`config.mk`:
```
export PLATFORM = sky130hd
export DESIGN_NAME = seven_seg_scanner
export DESIGN_NICKNAME = d
export VERILOG_FILES = /design/src/rtl/seven_seg_pkg.sv /design/src/rtl/tick_gen.sv /design/src/rtl/seven_seg_scanner.sv
export SDC_FILE = /design/constraint.sdc
export NUM_CORES = 1
export LEC_CHECK = 0
export CAP_MARGIN = 10
export CORE_MARGIN = 2
export CORE_UTILIZATION = 50
export DETAILED_ROUTE_END_ITERATION = 7
export GPL_TIMING_DRIVEN = 0
export PLACE_DENSITY = 0.74
export SLEW_MARGIN = 20
export SYNTH_ARGS = -nofsm -noshare
export SYNTH_HDL_FRONTEND = slang
export SYNTH_SLANG_ARGS = --single-unit
```
`constraint.sdc`:
```
create_clock -name clk -period 3.28 [get_ports clk]
set_clock_uncertainty 0.1 [all_clocks]
set_input_delay 0.656 -clock clk [delete_from_list [all_inputs] [get_ports clk]]
set_output_delay 0.656 -clock clk [all_outputs]
set_load 0.005 [all_outputs]
```
`src/rtl/seven_seg_pkg.sv`:
```
// Shared constants for the 7-segment display path (scanner and BCD decoder).
package seven_seg_pkg;

  localparam logic [3:0] BLANK_CODE         = 4'hF;
  localparam int         DEFAULT_NUM_DIGITS = 4;

endpackage

```
`src/rtl/tick_gen.sv`:
```
// Free-running prescaler: one-cycle tick every DIV enabled clocks, synchronous clear.
module tick_gen #(
  parameter int DIV = 100000
) (
  input  logic clk,
  input  logic rst,
  input  logic clr,
  input  logic en,
  output logic tick
);

  localparam int CW = $clog2(DIV);
  localparam logic [CW-1:0] LAST = CW'(DIV - 1);

  logic [CW-1:0] count;

  assign tick = en & ~clr & (count == LAST);

  always_ff @(posedge clk or posedge rst) begin
    if (rst) begin
      count <= '0;
    end else if (clr) begin
      count <= '0;
    end else if (en) begin
      if (count == LAST) count <= '0;
      else               count <= count + 1'b1;
    end
  end

endmodule

```
`src/rtl/seven_seg_scanner.sv`:
```
// Time-multiplexed common-anode scan driver with per-frame input snapshot and
// optional leading-zero suppression; feeds the BCD-to-segment decoder.
module seven_seg_scanner
  import seven_seg_pkg::*;
#(
  parameter int         NUM_DIGITS  = DEFAULT_NUM_DIGITS,
  parameter int         REFRESH_DIV = 100000,
  parameter logic [3:0] BLANK_CODE  = seven_seg_pkg::BLANK_CODE
) (
  input  logic                    clk,
  input  logic                    rst,
  input  logic                    enable,
  input  logic [4*NUM_DIGITS-1:0] digits,
  input  logic [NUM_DIGITS-1:0]   dots,
  input  logic                    blank_lz,
  output logic [NUM_DIGITS-1:0]   an,
  output logic [3:0]              digit,
  output logic                    dot,
  output logic                    frame_tick
);

  localparam int IDXW = $clog2(NUM_DIGITS);
  typedef logic [IDXW-1:0] idx_t;
  localparam idx_t LAST_IDX = idx_t'(NUM_DIGITS - 1);

  logic                    tick;
  idx_t                    idx;
  idx_t                    idx_n;
  logic                    new_frame;
  logic [4*NUM_DIGITS-1:0] snap_digits;
  logic [NUM_DIGITS-1:0]   snap_dots;
  logic                    snap_blank_lz;
  logic [4*NUM_DIGITS-1:0] src_digits;
  logic [NUM_DIGITS-1:0]   src_dots;
  logic                    src_blank_lz;
  logic [3:0]              nib [NUM_DIGITS];
  logic                    upper_zero;
  logic [NUM_DIGITS-1:0]   next_an;
  logic [3:0]              next_digit;
  logic                    next_dot;

  tick_gen #(
    .DIV (REFRESH_DIV)
  ) u_tick_gen (
    .clk  (clk),
    .rst  (rst),
    .clr  (~enable),
    .en   (enable),
    .tick (tick)
  );

  // The slot that opens a frame decodes straight from the live inputs, so
  // digit 0 shows the values being captured rather than the stale snapshot.
  always_comb begin
    idx_n        = (idx == LAST_IDX) ? '0 : idx + idx_t'(1);
    new_frame    = (idx_n == '0);
    src_digits   = new_frame ? digits   : snap_digits;
    src_dots     = new_frame ? dots     : snap_dots;
    src_blank_lz = new_frame ? blank_lz : snap_blank_lz;
    upper_zero   = 1'b1;
    for (int i = 0; i < NUM_DIGITS; i++) begin
      nib[i] = src_digits[4*i +: 4];
      if ((i >= int'(idx_n)) && (nib[i] != 4'h0)) upper_zero = 1'b0;
    end
    next_digit = (src_blank_lz && (idx_n != '0) && upper_zero) ? BLANK_CODE : nib[idx_n];
    next_dot   = src_dots[idx_n];
    next_an    = ~({{(NUM_DIGITS-1){1'b0}}, 1'b1} << idx_n);
  end

  // Disabling parks the index on the last digit so the first tick after
  // re-enable always opens a fresh frame at digit 0.
  always_ff @(posedge clk or posedge rst) begin
    if (rst) begin
      idx           <= LAST_IDX;
      snap_digits   <= '0;
      snap_dots     <= '0;
      snap_blank_lz <= 1'b0;
      an            <= '1;
      digit         <= BLANK_CODE;
      dot           <= 1'b0;
      frame_tick    <= 1'b0;
    end else if (!enable) begin
      idx        <= LAST_IDX;
      an         <= '1;
      digit      <= BLANK_CODE;
      dot        <= 1'b0;
      frame_tick <= 1'b0;
    end else begin
      frame_tick <= tick & new_frame;
      if (tick) begin
        idx   <= idx_n;
        an    <= next_an;
        digit <= next_digit;
        dot   <= next_dot;
        if (new_frame) begin
          snap_digits   <= digits;
          snap_dots     <= dots;
          snap_blank_lz <= blank_lz;
        end
      end
    end
  end

endmodule

```
==> flow_metrics.tcl <==
set metrics [dict create \
    port_buffers 33 \
    drtPass1Iterations 4 \
    numCtsBuffers 5 \
    required_ns 3.42 \
    fin_tns_setup_ns 0 \
    startpoint "idx[0]$_DFFE_PP1P_" \
    drive_gt1_share_pct 22.7 \
    max_slew_margin_pct 58.3 \
    p_per_area_nw_per_um2 348 \
    die_area_um2 5600 \
    drt-initial-drc-count 53 \
    drc 0 \
    cts_resized 0 \
    rr_worst_depth 8 \
    cts.clk_slew.worst_paths_ns 0.09 \
    final-max-slew-violation-count 0 \
    path_delay_family "buffers and inverters" \
    synth_edf_count 0 \
    critPathArrivalTime_ns 3.21 \
    syn_inst 205 \
    ys_types 39 \
    viasPerCell 5.41 \
    grt_max_degree 29 \
    ys_ff_latch 50 \
    start_util_pct 52.4 \
    grt_use_total_pct 19.6 \
    grt_overflow 0 \
    ys_dominant_reg_cell "dfrtp_1" \
    slowest_stage "dfstp_2" \
    rsz0062_at_grt "false" \
    mappedNetlistArea_um2 2510 \
    wirelength_mm 4.81 \
    cts_sinks 50 \
    max_freq_mhz 325 \
    yosysWarnings 0 \
    synth_nets 234 \
    worst_setup_path_start_kind "flop" \
    crit_chain "clkbuf_1 -> inv_1 -> ha_1 -> buf_1 -> mux4_2 -> nand2_1 -> o21ai_0 -> o32a_1" \
    setup_viol 0 \
    cts_buffer_depth 2 \
    timing.rr.start "idx[0]$_DFFE_PP1P_" \
    antennaDiodeCount 0 \
    max_slew.worst_pin.slew_ns 0.625 \
    area_delta_synth_final_pct 21.1 \
    die_w_um 74.8 \
    h-tree-depth 2 \
    crit_path_end "digit[2]$_DFFE_PP1P_" \
    grt_pass1_vias 1730 \
    ios 34 \
    cts_root_buffer "clkbuf_8" \
    max_cap_viol_count 0 \
    path_buf_inv 3 \
    rrSetupSlack_ns 0.20 \
    slowest_delay_ns 0.56 \
    gp_congestion 0.769 \
    path_max_fanout 10 \
    path_class "flop to flop" \
    antenna_found_initial 0 \
    nets 275 \
    status "finished clean" \
    ir_drop_v 0.000246 \
    min_period_over_period_pct 93.8 \
    p_leak_uw 0.00136 \
    cts_tree "built" \
    clk_latency_ns 0.30 \
    yosysSeqAreaShare_pct 50.4 \
    grt_pass1_wl_mm 8.18 \
    wl_per_cell_um 15.3 \
    postCtsSetupRepairBufs 0 \
    r2r-end "digit[2]$_DFFE_PP1P_" \
    hold_viol_final 0 \
    power_uw 1060 \
    avgSynthCellArea_um2 12.2 \
    cp-end-kind "flop" \
    postRouteAntennaNets 0 \
    hp-class "flop to flop" \
    rows 25 \
    worst_slack_ns 0.204 \
    min_period_ns 3.08 \
    hpwl_mm 3.63 \
    vias 1700 \
    place_ws_ns 0.252 \
    core_area_um2 4790 \
    cts_hold_buf 0 \
    path_depth 8 \
    die_h_um 74.8 \
    async_reset_ff_share_pct 100 \
]
==> cells in the mapped netlist, types with 6 or more instances <==
cell type  instances  share of area (%)
dfrtp_1           40                 40
dfstp_2           10                 10
inv_1              6               0.90
mux2_4            19                 11
nand2_1           15                2.2
nor2_1            24                3.6
o21ai_0            6                1.2
xnor2_1            6                2.1
xor2_1             8                2.8
==> cell type report <==
cell class              instances  area (µm²)
multi-input cells             141        1170
well taps                      67        83.8
flip-flops and latches         50        1260
clock inverters                 2        12.5
plain buffers                   8        48.8
repair buffers                 34         350
clock buffers                   6        82.6
fillers                       387        1750
inverters                       6        22.5
==> registers in the layout, summed over array words and instances, names as in the netlist <==
register          flops
u_tick_gen.count     17
snap_digits          16
an                    4
digit                 4
snap_dots             4
idx                   2
dot                   1
frame_tick            1
snap_blank_lz         1
==> cells by family (layout without fill, tap and decap cells) <==
kind of cell	count (synthesis)	after routing	synth area share, %
simple gates	70	70	14.8
fa+ha+maj	5	5	2.49
mux	32	32	19.3
compound gates	20	20	5.39
xor+xnor	14	14	4.89
flops	50	50	50.4
buf+inv	14	56	2.84
==> report_power, final <==
group          total [µW]  switching (µW)  internal, µW  leakage (µW)
sequential            622            2.27           620      0.000662
clock                 370             200           170     0.0000472
combinational        64.5            30.3          34.2      0.000647
==> worst min path at each step <==
stage | start | to | slack, ns | cells after the start
6_report | u_tick_gen.count[0]$_DFF_PP0_ | u_tick_gen.count[0]$_DFF_PP0_ | 0.36 | 1
5_1_grt | u_tick_gen.count[0]$_DFF_PP0_ | u_tick_gen.count[0]$_DFF_PP0_ | 0.38 | 1
4_1_cts | u_tick_gen.count[0]$_DFF_PP0_ | u_tick_gen.count[0]$_DFF_PP0_ | 0.36 | 1
3_5_place_dp | u_tick_gen.count[0]$_DFF_PP0_ | u_tick_gen.count[0]$_DFF_PP0_ | 0.35 | 1
3_3_place_gp | u_tick_gen.count[0]$_DFF_PP0_ | u_tick_gen.count[0]$_DFF_PP0_ | 0.34 | 1
2_1_floorplan | u_tick_gen.count[0]$_DFF_PP0_ | u_tick_gen.count[0]$_DFF_PP0_ | 0.32 | 1
==> metal layers <==
metal | wire length, µm | up-vias | track usage, %
met5 | 0 | - | 0
met1 | 2140 | 850 | 25.3
li1 | - | 808 | -
met2 | 2420 | 34 | 32.4
met4 | 88 | 0 | 7.14
met3 | 157 | 8 | 4.69
==> metrics by stage <==
step | cells | utilization, % | cell area [µm²] | hold WS, ns
5_1_grt | 314 | 63.5 | 3040 | 0.381
2_1_floorplan | 205 | - | 2510 | 0.324
6_report | 314 | 63.5 | 3040 | 0.362
3_5_place_dp | 306 | 61.5 | 2940 | 0.349
3_3_place_gp | 305 | 61.1 | 2920 | 0.338
4_1_cts | 314 | 63.5 | 3040 | 0.362
==> cells in the final DEF, fill, tap and decap left out, types with 2 or more instances in the layout <==
master	count
a211oi_1	2
a21oi_1	5
and2_1	3
and3_1	2
and4_1	2
buf_2	3
buf_6	2
clkbuf_1	2
clkbuf_8	6
clkdlybuf4s50_1	33
dfrtp_1	40
dfstp_2	10
ha_1	5
inv_1	5
mux2_2	4
mux2_4	19
mux2i_1	4
mux4_2	5
nand2_1	15
nand3_1	3
nand4_1	5
nor2_1	24
nor4_1	5
o21ai_0	6
o22a_1	2
o32a_1	4
xnor2_1	6
xor2_1	8
No activity file was read; power rests on OpenSTA's default activity.
